### config.mk
export PLATFORM = sky130hd
export DESIGN_NAME = rv32i_lsu
export DESIGN_NICKNAME = d
export VERILOG_FILES = /design/src/rtl/rv32i_lsu_pkg.sv /design/src/rtl/rv32i_lsu_align.sv /design/src/rtl/rv32i_lsu.sv
export SDC_FILE = /design/constraint.sdc
export NUM_CORES = 1
export LEC_CHECK = 0
export CORE_AREA = 2 2 147 149
export CTS_BUF_LIST = sky130_fd_sc_hd__clkbuf_8
export CTS_CLUSTER_SIZE = 8
export DETAILED_ROUTE_END_ITERATION = 8
export DIE_AREA = 0 0 149 151
export PLACE_DENSITY = 0.62
export REMOVE_ABC_BUFFERS = 1
export SLEW_MARGIN = 20
export SYNTH_ARGS = -nofsm -noshare
export SYNTH_HDL_FRONTEND = slang
export SYNTH_SLANG_ARGS = --single-unit
export TNS_END_PERCENT = 20
### constraint.sdc
create_clock -name clk -period 2.4 [get_ports clk]
set_input_delay 0.36 -clock clk [delete_from_list [all_inputs] [get_ports clk]]
set_output_delay 0.36 -clock clk [all_outputs]
set_load 0.005 [all_outputs]
### src/rtl/rv32i_lsu_pkg.sv
// Shared types and constants for the RV32I load/store unit: FSM states, access
// size encodings, byte-enable masks and the alignment check.
package rv32i_lsu_pkg;

   typedef enum logic [1:0] {
      ST_IDLE = 2'd0,
      ST_REQ  = 2'd1,
      ST_RSP  = 2'd2,
      ST_MIS  = 2'd3
   } lsu_state_e;

   localparam logic [1:0] SZ_BYTE = 2'd0;
   localparam logic [1:0] SZ_HALF = 2'd1;
   localparam logic [1:0] SZ_WORD = 2'd2;
   localparam logic [1:0] SZ_DBL  = 2'd3;

   localparam logic [7:0] BE_BYTE = 8'h01;
   localparam logic [7:0] BE_HALF = 8'h03;
   localparam logic [7:0] BE_WORD = 8'h0F;
   localparam logic [7:0] BE_DBL  = 8'hFF;

   function automatic logic [7:0] size_mask(input logic [1:0] size);
      case (size)
         SZ_BYTE: return BE_BYTE;
         SZ_HALF: return BE_HALF;
         SZ_WORD: return BE_WORD;
         default: return BE_DBL;
      endcase
   endfunction

   // A double access is only legal on a 64-bit data path.
   function automatic logic lsu_misaligned(input logic [1:0] size, input logic [2:0] ofs,
                                           input logic dbl_ok);
      logic [2:0] low_mask;
      case (size)
         SZ_BYTE: low_mask = 3'b000;
         SZ_HALF: low_mask = 3'b001;
         SZ_WORD: low_mask = 3'b011;
         default: low_mask = 3'b111;
      endcase
      return (|(ofs & low_mask)) || (size == SZ_DBL && !dbl_ok);
   endfunction

endpackage

### src/rtl/rv32i_lsu_align.sv
// Lane steering for the LSU: byte enables, store data replication and
// load data shift plus sign/zero extension.
module rv32i_lsu_align
   import rv32i_lsu_pkg::*;
#(
   parameter int WORD_WTH = 32
) (
   input  logic [1:0]                       size,
   input  logic                             zext,
   input  logic [$clog2(WORD_WTH/8)-1:0]    ofs,
   input  logic [WORD_WTH-1:0]              wraw,
   input  logic [WORD_WTH-1:0]              rraw,
   output logic [WORD_WTH/8-1:0]            be,
   output logic [WORD_WTH-1:0]              wdata,
   output logic [WORD_WTH-1:0]              rdata
);

   localparam int NB = WORD_WTH / 8;

   logic [15:0]         be_ext;
   logic [WORD_WTH-1:0] sh;
   logic [WORD_WTH-1:0] sl;
   logic [6:0]          pad;

   always_comb begin
      be_ext = 16'(size_mask(size)) << ofs;
      be     = be_ext[NB-1:0];
   end

   always_comb begin
      wdata = '0;
      for (int i = 0; i < NB; i++) begin
         case (size)
            SZ_BYTE: wdata[8*i +: 8] = wraw[7:0];
            SZ_HALF: wdata[8*i +: 8] = wraw[8*(i%2) +: 8];
            SZ_WORD: wdata[8*i +: 8] = wraw[8*(i%4) +: 8];
            default: wdata[8*i +: 8] = wraw[8*i +: 8];
         endcase
      end
   end

   // Move the addressed lane to the top, then shift back down arithmetically or logically.
   always_comb begin
      sh = rraw >> {ofs, 3'b000};
      case (size)
         SZ_BYTE: pad = 7'(WORD_WTH - 8);
         SZ_HALF: pad = 7'(WORD_WTH - 16);
         SZ_WORD: pad = 7'(WORD_WTH - 32);
         default: pad = 7'd0;
      endcase
      sl    = sh << pad;
      rdata = zext ? (sl >> pad) : WORD_WTH'($signed(sl) >>> pad);
   end

endmodule

### src/rtl/rv32i_lsu.sv
// RV32I load/store unit: accepts one pipeline access at a time and runs it
// over the single-outstanding DTCM request/grant/rvalid bus with a timeout.
//
//   state | meaning
//   IDLE  | ready for a new access
//   REQ   | dtcm_req_o raised, waiting for grant
//   RSP   | granted, waiting for rvalid
//   MIS   | misaligned/illegal access, one-cycle error response
module rv32i_lsu
   import rv32i_lsu_pkg::*;
#(
   parameter int WORD_WTH    = 32,
   parameter int ADDR_WTH    = 32,
   parameter int REG_INX_WTH = 5,
   parameter int TMO_WTH     = 8
) (
   input  logic                     clk,
   input  logic                     rst,
   input  logic                     lsu_valid_i,
   output logic                     lsu_ready_o,
   input  logic                     lsu_we_i,
   input  logic [1:0]               lsu_size_i,
   input  logic                     lsu_unsigned_i,
   input  logic [ADDR_WTH-1:0]      lsu_addr_i,
   input  logic [WORD_WTH-1:0]      lsu_wdata_i,
   input  logic [REG_INX_WTH-1:0]   lsu_rd_inx_i,
   input  logic                     lsu_flush_i,
   output logic                     lsu_rsp_valid_o,
   output logic [WORD_WTH-1:0]      lsu_rdata_o,
   output logic [REG_INX_WTH-1:0]   lsu_rd_inx_o,
   output logic                     lsu_misalign_o,
   output logic                     lsu_err_o,
   output logic                     lsu_busy_o,
   output logic                     dtcm_req_o,
   input  logic                     dtcm_gnt_i,
   output logic                     dtcm_we_o,
   output logic [WORD_WTH/8-1:0]    dtcm_be_o,
   output logic [ADDR_WTH-1:0]      dtcm_addr_o,
   output logic [WORD_WTH-1:0]      dtcm_wdata_o,
   input  logic                     dtcm_rvalid_i,
   input  logic [WORD_WTH-1:0]      dtcm_rdata_i
);

   localparam int NB      = WORD_WTH / 8;
   localparam int OFS_WTH = $clog2(NB);

   lsu_state_e               state, state_nxt;
   logic [TMO_WTH-1:0]       cnt;
   logic                     accept, tmo, gnt_take, mis_in;
   logic                     we_q, zext_q, kill_q, rsp_q, err_q;
   logic [1:0]               size_q;
   logic [REG_INX_WTH-1:0]   rd_q;
   logic [ADDR_WTH-1:0]      addr_q;
   logic [WORD_WTH-1:0]      wdata_q, rdata_q;
   logic [NB-1:0]            be_a;
   logic [WORD_WTH-1:0]      wdata_a, ld_data;

   assign mis_in   = lsu_misaligned(lsu_size_i, 3'(lsu_addr_i[OFS_WTH-1:0]), WORD_WTH == 64);
   assign accept   = lsu_valid_i && state == ST_IDLE && !lsu_flush_i;
   assign tmo      = (state == ST_REQ || state == ST_RSP) && cnt == '1;
   assign gnt_take = state == ST_REQ && !tmo && dtcm_gnt_i;

   rv32i_lsu_align #(.WORD_WTH(WORD_WTH)) u_align (
      .size  (size_q),
      .zext  (zext_q),
      .ofs   (addr_q[OFS_WTH-1:0]),
      .wraw  (wdata_q),
      .rraw  (dtcm_rdata_i),
      .be    (be_a),
      .wdata (wdata_a),
      .rdata (ld_data)
   );

   always_ff @(posedge clk or negedge rst) begin
      if (!rst) begin
         state <= ST_IDLE;
         cnt   <= '0;
      end else begin
         state <= state_nxt;
         if (accept)
            cnt <= '0;
         else if (state == ST_REQ || state == ST_RSP)
            cnt <= cnt + TMO_WTH'(1);
      end
   end

   always_comb begin
      state_nxt = state;
      unique case (state)
         ST_IDLE: if (accept) state_nxt = mis_in ? ST_MIS : ST_REQ;
         ST_REQ: begin
            if (tmo)              state_nxt = ST_IDLE;
            else if (dtcm_gnt_i)  state_nxt = ST_RSP;
            else if (lsu_flush_i) state_nxt = ST_IDLE;
         end
         ST_RSP:  if (dtcm_rvalid_i || tmo) state_nxt = ST_IDLE;
         ST_MIS:  state_nxt = ST_IDLE;
      endcase
   end

   always_ff @(posedge clk or negedge rst) begin
      if (!rst) begin
         we_q    <= 1'b0;
         zext_q  <= 1'b0;
         size_q  <= SZ_BYTE;
         rd_q    <= '0;
         addr_q  <= '0;
         wdata_q <= '0;
      end else if (accept) begin
         we_q    <= lsu_we_i;
         zext_q  <= lsu_unsigned_i;
         size_q  <= lsu_size_i;
         rd_q    <= lsu_rd_inx_i;
         addr_q  <= lsu_addr_i;
         wdata_q <= lsu_wdata_i;
      end
   end

   // A flushed access still drains the bus but its completion is swallowed.
   always_ff @(posedge clk or negedge rst) begin
      if (!rst) begin
         kill_q  <= 1'b0;
         rsp_q   <= 1'b0;
         err_q   <= 1'b0;
         rdata_q <= '0;
      end else begin
         rsp_q <= 1'b0;
         err_q <= 1'b0;
         if (accept)
            kill_q <= 1'b0;
         else if (lsu_flush_i && (state == ST_RSP || gnt_take))
            kill_q <= 1'b1;
         if (state == ST_RSP && dtcm_rvalid_i) begin
            rsp_q   <= !(kill_q || lsu_flush_i);
            rdata_q <= we_q ? '0 : ld_data;
         end else if (tmo && !(kill_q || lsu_flush_i)) begin
            rsp_q   <= 1'b1;
            err_q   <= 1'b1;
            rdata_q <= '0;
         end
      end
   end

   always_comb begin
      lsu_ready_o     = state == ST_IDLE;
      lsu_busy_o      = state != ST_IDLE;
      dtcm_req_o      = state == ST_REQ && !tmo;
      lsu_misalign_o  = state == ST_MIS;
      lsu_rsp_valid_o = state == ST_MIS || rsp_q;
      lsu_err_o       = err_q;
      lsu_rdata_o     = rsp_q ? rdata_q : '0;
      lsu_rd_inx_o    = lsu_rsp_valid_o ? rd_q : '0;
      dtcm_we_o       = dtcm_req_o && we_q;
      dtcm_be_o       = dtcm_req_o ? be_a : '0;
      dtcm_addr_o     = dtcm_req_o ? {addr_q[ADDR_WTH-1:OFS_WTH], {OFS_WTH{1'b0}}} : '0;
      dtcm_wdata_o    = dtcm_req_o ? wdata_a : '0;
   end

endmodule

Word level (Yosys, flattened, before mapping)
Index checks and enable logic that the tools add are counted.
{"block": "totals", "reg_bits": 118, "input_bits": 111, "output_inout_bits": 112, "elab_cells": 88}
{"block": "op_classes", "mux": 29, "reduce_logical": 28, "n_addsub": 1, "eq_ne": 12, "bitwise_logic": 1, "n_shift": 5}
{"operator": "$mux 32", "n": 7}
{"operator": "$shr 32x5->32", "n": 2}
{"operator": "$mux 8", "n": 4}
{"operator": "$shl 32x5->32", "n": 1}
{"operator": "$sshr 32x5->32", "n": 1}
{"operator": "$pmux 8 s3", "n": 1}
{"operator": "$pmux 8 s2", "n": 1}
{"operator": "$mux 2", "n": 6}
{"operator": "$eq 2x2->1 const B", "n": 5}
{"operator": "$pmux 5 s2", "n": 1}
{"operator": "$logic_and 1x1->1", "n": 9}
{"operator": "$pmux 3 s3", "n": 1}
{"operator": "$add 8x1->8 const B", "n": 1}
{"operator": "$eq 8x8->1 const B", "n": 1}
{"operator": "$pmux 2 s4", "n": 1}
{"operator": "$reduce_bool 2->1", "n": 4}
{"operator": "$shl 8x2->4", "n": 1}
{"operator": "$eq 2x1->1 const B", "n": 3}
{"operator": "$logic_not 2->1", "n": 3}
{"operator": "$logic_or 1x1->1", "n": 6}
{"operator": "$mux 1", "n": 5}
{"operator": "$mux 5", "n": 1}
{"operator": "$mux 4", "n": 1}
{"operator": "$ne 2x1->1 const B", "n": 2}
{"operator": "other kinds (6)", "n": 8}

Depth between registers and ports, before layout
{"block": "depth", "word_depth": 10, "ltp_mapped": 9, "depth_no_buf": 8}

Hierarchy
Synthesis repeated with hierarchy kept, for this count alone.
{"block": "unflattened", "hier_cells": 743, "area_unflattened_um2": 6511.2}
{"module": "rv32i_lsu", "instances": 1, "cells_per_inst": 569, "area_each_um2": 5311.3, "seq_area_each_um2": 2952.8}
{"module": "rv32i_lsu_align", "instances": 1, "cells_per_inst": 174, "area_each_um2": 1199.9, "seq_area_each_um2": 0.0}

Worst setup path before layout
Ideal clock, no wire load.
{"block": "synth_path", "kind": "reg-to-output", "startpoint": "reg state[0]", "endpoint": "out dtcm_wdata_o[16]", "setup_slack_ns": 0.213, "path_stages_with_launch": 10, "arrival_time_ns": 1.827, "required_time_ns": 2.040, "cell_sequence": "dfrtp_1 inv_1 ha_1 buf_2 nand4_1 or2_4 nand2_1 buf_2 buf_1 nor2_1"}
{"block": "synth_via", "elab_chain_len": 6, "elab_cells_between_ends": 7, "classes_between": "eq/ne: 2; mux: 1; reduce/logical: 4"}
{"item": "start, declared", "line_no": "rv32i_lsu.sv:47", "text": "lsu_state_e state, state_nxt;"}
{"item": "start signal, assigned", "line_no": "rv32i_lsu.sv:79", "text": "state <= state_nxt;"}
{"item": "$eq 2x1->1 or $eq 2x2->1 (tied branches)", "line_no": "rv32i_lsu.sv:60, rv32i_lsu.sv:147"}
{"item": "$logic_or 1x1->1", "line_no": "rv32i_lsu.sv:60", "text": "assign tmo = (state == ST_REQ || state == ST_RSP) && cnt == '1;"}
{"item": "$logic_and 1x1->1", "line_no": "rv32i_lsu.sv:60"}
{"item": "$logic_not 1->1", "line_no": "rv32i_lsu.sv:147", "text": "dtcm_req_o = state == ST_REQ && !tmo;"}
{"item": "$logic_and 1x1->1 (*)", "line_no": "rv32i_lsu.sv:147"}
{"item": "$mux 32 (*)", "line_no": "rv32i_lsu.sv:156", "text": "dtcm_wdata_o = dtcm_req_o ? wdata_a : '0;"}
{"item": "end, declared", "line_no": "rv32i_lsu.sv:39", "text": "output logic [WORD_WTH-1:0] dtcm_wdata_o,"}
Every way passes the cells marked *; elsewhere a longest branch is shown, timed or not.

Final worst setup path
{"block": "layout_path", "startpoint": "reg state[1]", "endpoint": "out dtcm_wdata_o[5]"}
Same word-level chain as after synthesis.

==> results.py <==
metrics = {
    "power": {
        "p_leak_nw": 4.67,
        "powerDensity_nw_per_um2": 1170,
        "peakVddDrop_v": 0.000480,
    },
    "clocking": {
        "postCtsHoldBufs": 0,
        "insertion_delay_ns": 0.45,
        "tritoncts": "built",
        "numCtsBuffers": 17,
        "clk_path_buf_depth": 2,
        "cts_sinks": 118,
        "root_buffer": "clkbuf_8",
        "h-tree-depth": 4,
        "cts.clk_slew.worst_paths_ns": 0.08,
    },
    "job": {
        "maxCapViolCount": 0,
    },
    "cells_and_area": {
        "final_cell_mix": "nand2_1 (241), clkdlybuf4s50_1 (146), dfrtp_1 (117), nor2_1 (41), buf_4 (41)",
        "final_nets": 1082,
        "final_util_pct": 46.3,
        "fillers": 2065,
        "multi_input_area_sq_um": 3210,
        "drive_above_1_share_pct": 22.9,
        "syn_to_final_growth_pct": 55.7,
        "layout_commonest_cell": "nand2_1",
        "n_antenna_cell": 0,
        "seq_area_sq_um": 2950,
        "final_area_sq_um": 9650,
    },
    "die": {
        "dieWidth_um": 149,
        "die_h_um": 151,
        "ios": 223,
        "core_area_sq_um": 20800,
        "die_area_sq_um": 22500,
        "start_util_pct": 29.8,
        "rows": 53,
    },
    "timing": {
        "worst_pin_slew_ns": 0.713,
        "fin_crit_ns": 2.57,
        "slew_viol_final": 0,
        "relSlewSlack_pct": 52.4,
        "rsz0062_at_grt": "yes",
        "setup_viol": 69,
        "fin_crit_sh_pct": 107,
        "fin_hold_ws_ns": -0.0213,
        "hold_viol": 3,
        "setup_ws_ns": -0.173,
        "fmax_ghz": 0.389,
        "skew_ns": 0.0125,
    },
    "worst_setup_path": {
        "worstPathCellList": "inv_2 > ha_4 > nand4_1 > or2_4 > nand2_8 > inv_12 > buf_8 > buf_16 > and2_4 > buf_6",
        "critical-path-slowest-cell": "dfrtp_1",
        "crit_required_ns": 2.04,
        "worstSetupPathType": "flip-flop to primary output",
        "critical_path.max_stage_delay_ns": 0.37,
        "worstPathArrival_ns": 2.21,
        "startpoint_type": "flip-flop",
        "crit_path_end_kind": "primary output",
        "path_max_fanout": 6,
    },
    "synthesis": {
        "yosys.area.top_type": "dfrtp_1",
        "ys_seq_area_share_pct": 47.6,
        "mappedNetlistArea_sq_um": 6200,
        "syn_avg_cell_area_sq_um": 8.62,
        "synthFlopType": "dfrtp_1",
        "yosysTopAreaCellShare_pct": 47.6,
        "synth-edff-count": 0,
        "synthCells": 719,
        "async_flop_share_pct": 100,
        "ys_top_cells_by_area": "dfrtp_1 (48%), nand2_1 (15%), and2_1 (7.2%), mux2i_1 (5.7%), nor2_1 (2.7%)",
        "ys_types": 45,
        "synth_seq_cells": 118,
        "ys_warn_count": 0,
    },
    "drt": {
        "vias_per_cell": 4.71,
        "drtPass1Iterations": 5,
        "met2_wirelength_mm": 10.0,
        "drt.antenna.violating_nets": 0,
        "wl_met1_mm": 9.02,
        "drt_iter0_markers": 231,
        "vias": 5905,
        "highest_layer": "met4",
        "wl_per_cell_um": 16.8,
        "met3_length_mm": 1.70,
        "drt-total-wl_mm": 21.0,
        "drc_errors": 0,
    },
    "min_path": {
        "hold_class": "primary input to asynchronous set/reset pin",
    },
    "global_route": {
        "grt_pass1_vias": 6007,
        "grt_pass1_wl_mm": 33.2,
        "antenna_found_initial": 0,
        "track_usage_pct": 19.2,
        "grt_max_degree": 119,
        "grt_overflow_total": 0,
    },
    "placed_design": {
        "hpwl_mm": 13.5,
        "gp_congestion": 0.765,
        "placed_area_sq_um": 8840,
        "port_buffers": 220,
    },
    "outcome": {
        "status": "complete, but fails checks",
        "violations": "hold timing, setup timing",
    },
}
critical path: cells and delay by family (launching register included):
family	cells	cell delay, ns
flip-flops	1	0.37
adder cells (fa/ha/maj)	1	0.27
AND/OR/NAND/NOR	4	0.64
buffers and inverters	5	0.48
metal layers:
layer	global-route usage [%]	vias to the layer above
met2	32.3	204
met5	0	-
li1	-	2852
met1	23.5	2828
met4	5.57	0
met3	6.36	21
cells in the mapped netlist (4+ instances only):
master and count:
a211o_1 15, a211oi_1 4, a21oi_1 27, a221o_1 8, a32o_1 7, and2_1 71, buf_1 4, buf_2 10
clkbuf_1 33, dfrtp_1 118, ha_1 5, inv_1 8, mux2i_1 35, nand2_1 242, nand3b_1 8, nand4_1 5
nor2_1 44, nor2b_1 14, o21ai_0 16, o2bb2ai_1 8, or3_1 4, xor2_1 5
path summary, 6_finish.rpt:
check                                start         endpoint  slack [ns]  depth (start not counted)
setup / recovery                  state[1]  dtcm_wdata_o[5]       -0.17                         10
min in group clk           lsu_wdata_i[23]      wdata_q[23]        0.43                          3
hold / removal                         rst       rdata_q[2]       -0.02                          2
hold reg to reg                    rd_q[0]          rd_q[0]        0.47                          2
setup reg to reg                  state[1]      rdata_q[31]        0.19                          8
max in group asynchronous              rst       wdata_q[7]        1.84                          2
state kept, by name, indices dropped and copies added (netlist names):
register,cells
addr_q,32
rdata_q,32
wdata_q,32
cnt,8
rd_q,5
size_q,2
state,2
kill_q,1
lsu_err_o,1
rsp_q,1
we_q,1
zext_q,1
kinds of logic after synthesis:
kind of cell,count (synthesis),share of synthesized area [%]
other,1,0.0605
DFF,118,47.6
adders and majority gates,5,1.01
AOI/OAI and AO/OA,91,10.4
and+or+nand+nor,401,29.6
xor gates and xnor gates,6,0.848
buffers and inverters,59,4.08
muxes,38,6.38
layout make-up:
cell class	count	area share [%]
clock buffers	17	2.42
clock inverters	15	1.37
inverters	8	0.441
multi-input cells	543	33.3
flip-flops and latches	118	30.6
well taps	275	3.57
repair buffers	278	28.3
per-stage QoR:
stage | power [mW] | instances | setup TNS, ns | hold slack (ns) | setup WS, ns
2_1_floorplan | 6.06 | 669 | -234.59 | 0.0644 | -2.89
3_3_place_gp | 8.48 | 1200 | 0 | 0.453 | 0.0130
3_5_place_dp | 8.53 | 1200 | -0.0585 | 0.454 | -0.0138
4_1_cts | 11.3 | 1254 | -11.64 | 0.0274 | -0.226
5_1_grt | 12.2 | 1254 | -12.35 | 0.0254 | -0.273
6_report | 11.3 | 1254 | -5.32 | -0.0213 | -0.173
what timing repair did:
item                                    4_1_cts  5_1_grt
setup buffers                                15        2
pin swaps                                    33       10
resized for setup                           328       54
cloned                                        7        0
endpoints found under the setup margin       74       72
power by group:
group | leakage [nW] | internal [mW] | switching (mW)
clock | 0.184 | 0.822 | 0.913
sequential | 1.50 | 2.92 | 0.728
combinational | 2.99 | 3.15 | 2.78
Power figures use the tool's default switching activity.
